===== config.mk =====
export PLATFORM = sky130hd
export DESIGN_NAME = axi_lite_master
export DESIGN_NICKNAME = d
export VERILOG_FILES = /design/src/rtl/axi_lite_master.sv
export SDC_FILE = /design/constraint.sdc
export NUM_CORES = 1
export LEC_CHECK = 0
export CAP_MARGIN = 5
export CORE_MARGIN = 3
export CORE_UTILIZATION = 35
export DETAILED_ROUTE_END_ITERATION = 10
export PLACE_DENSITY = 0.83
export REMOVE_ABC_BUFFERS = 1
export SYNTH_ARGS = -nofsm -noshare
export SYNTH_HDL_FRONTEND = slang
export SYNTH_SLANG_ARGS = --single-unit

===== constraint.sdc =====
create_clock -name ACLK -period 4.3 [get_ports ACLK]
set_clock_uncertainty 0.2 [all_clocks]
set_input_delay 1.075 -clock ACLK [delete_from_list [all_inputs] [get_ports ACLK]]
set_output_delay 1.075 -clock ACLK [all_outputs]
set_load 0.005 [all_outputs]

===== src/rtl/axi_lite_master.sv =====
// axi_lite_master
// Bridges a simple CPU request/response port onto an AXI4-Lite master
// interface. Only one transaction is in flight at a time. Every output
// comes either from a flop or from a decode of the state register, so no
// input reaches an output through combinational logic.
//
// Ports
//   ACLK, ARESETn          clock, asynchronous active-low reset
//   req_*                  CPU request (valid/ready, we, addr, wdata, wstrb)
//   resp_*                 one-cycle completion pulse with rdata and error
//   AR*/R*/AW*/W*/B*_M     AXI4-Lite master channels
//
// state   | meaning
// --------+------------------------------------------------------------
// IDLE    | waiting for a CPU request, req_ready high
// RD_ADDR | ARVALID_M high until ARREADY_M
// RD_DATA | RREADY_M high until RVALID_M, read data captured
// WR_REQ  | AWVALID_M / WVALID_M each high until their own handshake
// WR_RESP | BREADY_M high until BVALID_M
// RESP    | resp_valid high for one cycle, then back to IDLE
module axi_lite_master #(
    parameter int ADDR_W = 32,
    parameter int DATA_W = 32
) (
    input  logic                ACLK,
    input  logic                ARESETn,
    input  logic                req_valid,
    output logic                req_ready,
    input  logic                req_we,
    input  logic [ADDR_W-1:0]   req_addr,
    input  logic [DATA_W-1:0]   req_wdata,
    input  logic [DATA_W/8-1:0] req_wstrb,
    output logic                resp_valid,
    output logic [DATA_W-1:0]   resp_rdata,
    output logic                resp_err,
    output logic [ADDR_W-1:0]   ARADDR_M,
    output logic                ARVALID_M,
    input  logic                ARREADY_M,
    input  logic [DATA_W-1:0]   RDATA_M,
    input  logic [1:0]          RRESP_M,
    input  logic                RVALID_M,
    output logic                RREADY_M,
    output logic [ADDR_W-1:0]   AWADDR_M,
    output logic                AWVALID_M,
    input  logic                AWREADY_M,
    output logic [DATA_W-1:0]   WDATA_M,
    output logic [DATA_W/8-1:0] WSTRB_M,
    output logic                WVALID_M,
    input  logic                WREADY_M,
    input  logic [1:0]          BRESP_M,
    input  logic                BVALID_M,
    output logic                BREADY_M
);

    typedef enum logic [2:0] {
        IDLE    = 3'd0,
        RD_ADDR = 3'd1,
        RD_DATA = 3'd2,
        WR_REQ  = 3'd3,
        WR_RESP = 3'd4,
        RESP    = 3'd5
    } state_t;

    state_t              state_q, state_d;
    logic [ADDR_W-1:0]   addr_q, addr_d;
    logic [DATA_W-1:0]   wdata_q, wdata_d;
    logic [DATA_W/8-1:0] wstrb_q, wstrb_d;
    logic                arvalid_q, arvalid_d;
    logic                awvalid_q, awvalid_d;
    logic                wvalid_q, wvalid_d;
    logic                rready_q, rready_d;
    logic                bready_q, bready_d;
    logic                aw_done_q, aw_done_d;
    logic                w_done_q, w_done_d;
    logic                resp_valid_q, resp_valid_d;
    logic                resp_err_q, resp_err_d;
    logic [DATA_W-1:0]   resp_rdata_q, resp_rdata_d;

    logic aw_hs;
    logic w_hs;

    // Only bit 1 of xRESP distinguishes OKAY/EXOKAY from SLVERR/DECERR.
    logic unused_resp_lsb;
    assign unused_resp_lsb = RRESP_M[0] ^ BRESP_M[0];

    assign aw_hs = awvalid_q && AWREADY_M;
    assign w_hs  = wvalid_q && WREADY_M;

    always_comb begin
        state_d      = state_q;
        addr_d       = addr_q;
        wdata_d      = wdata_q;
        wstrb_d      = wstrb_q;
        arvalid_d    = arvalid_q;
        awvalid_d    = awvalid_q;
        wvalid_d     = wvalid_q;
        rready_d     = rready_q;
        bready_d     = bready_q;
        aw_done_d    = aw_done_q;
        w_done_d     = w_done_q;
        resp_valid_d = 1'b0;
        resp_err_d   = resp_err_q;
        resp_rdata_d = resp_rdata_q;

        case (state_q)
            IDLE: begin
                if (req_valid) begin
                    addr_d  = req_addr;
                    wdata_d = req_wdata;
                    wstrb_d = req_wstrb;
                    if (req_we) begin
                        awvalid_d = 1'b1;
                        wvalid_d  = 1'b1;
                        aw_done_d = 1'b0;
                        w_done_d  = 1'b0;
                        state_d   = WR_REQ;
                    end else begin
                        arvalid_d = 1'b1;
                        state_d   = RD_ADDR;
                    end
                end
            end
            RD_ADDR: begin
                if (ARREADY_M) begin
                    arvalid_d = 1'b0;
                    rready_d  = 1'b1;
                    state_d   = RD_DATA;
                end
            end
            RD_DATA: begin
                if (RVALID_M) begin
                    rready_d     = 1'b0;
                    resp_rdata_d = RDATA_M;
                    resp_err_d   = RRESP_M[1];
                    resp_valid_d = 1'b1;
                    state_d      = RESP;
                end
            end
            WR_REQ: begin
                if (aw_hs) begin
                    awvalid_d = 1'b0;
                    aw_done_d = 1'b1;
                end
                if (w_hs) begin
                    wvalid_d = 1'b0;
                    w_done_d = 1'b1;
                end
                // A channel finishing this cycle counts as done already.
                if ((aw_done_q || aw_hs) && (w_done_q || w_hs)) begin
                    bready_d = 1'b1;
                    state_d  = WR_RESP;
                end
            end
            WR_RESP: begin
                if (BVALID_M) begin
                    bready_d     = 1'b0;
                    resp_rdata_d = '0;
                    resp_err_d   = BRESP_M[1];
                    resp_valid_d = 1'b1;
                    state_d      = RESP;
                end
            end
            RESP: begin
                state_d = IDLE;
            end
            default: begin
                state_d = IDLE;
            end
        endcase
    end

    always_ff @(posedge ACLK or negedge ARESETn) begin
        if (!ARESETn) begin
            state_q      <= IDLE;
            addr_q       <= '0;
            wdata_q      <= '0;
            wstrb_q      <= '0;
            arvalid_q    <= 1'b0;
            awvalid_q    <= 1'b0;
            wvalid_q     <= 1'b0;
            rready_q     <= 1'b0;
            bready_q     <= 1'b0;
            aw_done_q    <= 1'b0;
            w_done_q     <= 1'b0;
            resp_valid_q <= 1'b0;
            resp_err_q   <= 1'b0;
            resp_rdata_q <= '0;
        end else begin
            state_q      <= state_d;
            addr_q       <= addr_d;
            wdata_q      <= wdata_d;
            wstrb_q      <= wstrb_d;
            arvalid_q    <= arvalid_d;
            awvalid_q    <= awvalid_d;
            wvalid_q     <= wvalid_d;
            rready_q     <= rready_d;
            bready_q     <= bready_d;
            aw_done_q    <= aw_done_d;
            w_done_q     <= w_done_d;
            resp_valid_q <= resp_valid_d;
            resp_err_q   <= resp_err_d;
            resp_rdata_q <= resp_rdata_d;
        end
    end

    assign req_ready  = (state_q == IDLE);
    assign resp_valid = resp_valid_q;
    assign resp_rdata = resp_rdata_q;
    assign resp_err   = resp_err_q;
    assign ARADDR_M   = addr_q;
    assign ARVALID_M  = arvalid_q;
    assign RREADY_M   = rready_q;
    assign AWADDR_M   = addr_q;
    assign AWVALID_M  = awvalid_q;
    assign WDATA_M    = wdata_q;
    assign WSTRB_M    = wstrb_q;
    assign WVALID_M   = wvalid_q;
    assign BREADY_M   = bready_q;

endmodule


==> results_dict.tcl <==
set metrics [dict create \
    netlist_area_um2 4800 \
    setup_violations 0 \
    tightest_slew_ns 0.746 \
    overflow 0 \
    grt.total_usage 0.162 \
    synthTopCellsByArea "dfrtp_1, mux2_2, mux2i_1, buf_4, inv_1" \
    fin_nets 707 \
    clkLatencyLatePin_ns 0.34 \
    post-route-cell-area_um2 7580 \
    outcome "complete, no violations" \
    period_share 0.689 \
    post-route-util 0.568 \
    slew_headroom 0.503 \
    ctsResizeCount 0 \
    cts.root.buffer_cell "clkbuf_16" \
    path_buf_inv 1 \
    p_leak_nw 3.24 \
    crit_chain "nor3_1 -> clkdlybuf4s50_1" \
    max_freq_ghz 0.338 \
    synth_top_area_share 0.584 \
    vias 3573 \
    period_needed_ns 2.96 \
    endpoint_kind "output port" \
    synth-async-reset-ratio 1.00 \
    io_buffers 250 \
    powerDensity_nw_per_um2 710 \
    fin_setup_tns_ns 0 \
    cp.arrival_ns 1.69 \
    routed_wl_um 12200 \
    ys_warn_count 0 \
    synth_common_cells "dfrtp_1, mux2_2, inv_1" \
    synthFlopType "dfrtp_1" \
    area_growth_syn_to_layout_pct 57.8 \
    r2r.worst_path.cells 4 \
    cp_max_fo 15 \
    cts_buffers 9 \
    synth_most_common_cell "dfrtp_1" \
    fin_ws_ns 1.34 \
    rsz0062_at_grt "false" \
    drtPass1Iterations 4 \
    ctsHoldBuffers 0 \
    cts.clk_slew.worst_paths_ns 0.07 \
    io_pins 253 \
    grt_max_degree 59 \
    cts.htree.levels 3 \
    hp-class "reg2reg" \
    place_area_um2 7270 \
    ir_worst_vdd_v 0.000388 \
    ant_nets 0 \
    clock_sinks 112 \
    remaining_drc_errors 0 \
    yosysTopAreaCell "dfrtp_1" \
    gp_congestion 0.731 \
    worstSetupPathType "reg2out" \
    seq_area_frac_synth 0.584 \
    finalHoldViolations 0 \
    min_path_cells 1 \
    synth_seq_cells 112 \
    antenna_found_initial 0 \
    synth_cell_types 32 \
    crit_slowest_cell "dfrtp_1" \
    synth-edff-count 0 \
    grt_pass1_wl_um 19100 \
    initial_utilization 0.360 \
    worst-path-stages 2 \
    place_ws_ns 1.14 \
    clock_path_buffers 2 \
    postCtsSetupBuffers 0 \
    die_w_um 123 \
    drt_iter0_markers 113 \
    diodes 0 \
    synth_area_per_cell_um2 12.7 \
    post-dp-hpwl_um 9180 \
    die_h_um 123 \
    critPathLaunchType "flip-flop" \
    viasPerCell 4.62 \
    ff2ff_setup_slack_ns 2.07 \
    cp_slowest_stage_delay_ns 0.57 \
    detail_route.wl_per_cell_um 15.8 \
    rows 42 \
    grt_pass1_vias 3741 \
    drv_slew 0 \
    power_mw 5.38 \
    core_area_um2 13300 \
    maxCapViolCount 0 \
    crit_required_ns 3.02 \
    crit_family "flip-flops" \
    dieArea_um2 15200 \
    cts_tree "yes" \
    drive_gt1_frac 0.157 \
    synth_cells 378 \
]
final timing paths:
kind | from | end
min in group asynchronous | ARESETn | ARADDR_M[3]
min reg2reg | WDATA_M[11] | WDATA_M[11]
max in group asynchronous | ARESETn | ARADDR_M[10]
max | state_q[0] | req_ready
max reg2reg | state_q[1] | resp_rdata[14]
min | WDATA_M[11] | WDATA_M[11]
power by group:
part           internal, mW  leakage (nW)  switching (mW)
Sequential             1.59          1.32           0.371
Clock                 0.509         0.149           0.367
Combinational          1.73          1.77           0.811
flip-flops by register name, indices dropped and copies added, names as in the netlist:
| signal | flops |
|---|---|
| state_q | 3 |
| BREADY_M | 1 |
| WSTRB_M | 4 |
| ARADDR_M | 32 |
| resp_err | 1 |
| RREADY_M | 1 |
| w_done_q | 1 |
| resp_rdata | 32 |
| resp_valid | 1 |
| WDATA_M | 32 |
| WVALID_M | 1 |
| ARVALID_M | 1 |
| AWVALID_M | 1 |
| aw_done_q | 1 |
final cells by class:
class / count / area [um^2]
repair buffers: 255 / 2560
multi-input cells: 179 / 1540
fillers: 1094 / 5770
flip-flops and latches: 112 / 2800
clock buffers: 10 / 229
inverters: 37 / 139
well taps: 176 / 220
clock inverters: 5 / 81.3
worst reg2reg max path, cell delays in order (launching register included):
cell and delay, ns:
dfrtp_1 0.63, nand3b_1 0.22, a21oi_4 0.36, buf_4 0.46
mux2i_1 0.28
cells in the final DEF (no fill, tap or decap), types with 2 or more instances in the layout:
cell,netlist,layout
clkbuf_16,0,9
nand2_1,36,36
mux2i_1,32,32
buf_4,32,4
nand3b_1,2,2
inv_1,37,37
o21ai_0,4,4
clkdlybuf4s50_1,0,249
buf_12,0,2
mux2_2,69,69
dfrtp_1,112,112
nor2_1,3,3
nand2b_1,3,3
a21oi_1,8,8
bufinv_16,0,2
a22o_1,2,2
nor3_1,3,3
through the flow:
step / instances / hold WS, ns
floorplan: 328 / 0.274
global placement: 759 / 0.289
detailed placement: 759 / 0.294
CTS: 774 / 0.312
global route: 774 / 0.326
finish: 774 / 0.308
kinds of logic after synthesis:
kind of cell	synth area share
flip-flops	0.584
multiplexers	0.232
buffers and inverters	0.0965
AND/OR/NAND/NOR	0.0555
AO/OA/AOI/OAI	0.0323
layer usage:
| layer | global-route usage | part of all wire |
|---|---|---|
| met5 | 0 | 0 |
| met2 | 0.272 | 0.48 |
| met3 | 0.0695 | 0.12 |
| met4 | 0.0581 | 0.014 |
| met1 | 0.185 | 0.39 |
No activity file was read; power rests on OpenSTA's default activity.
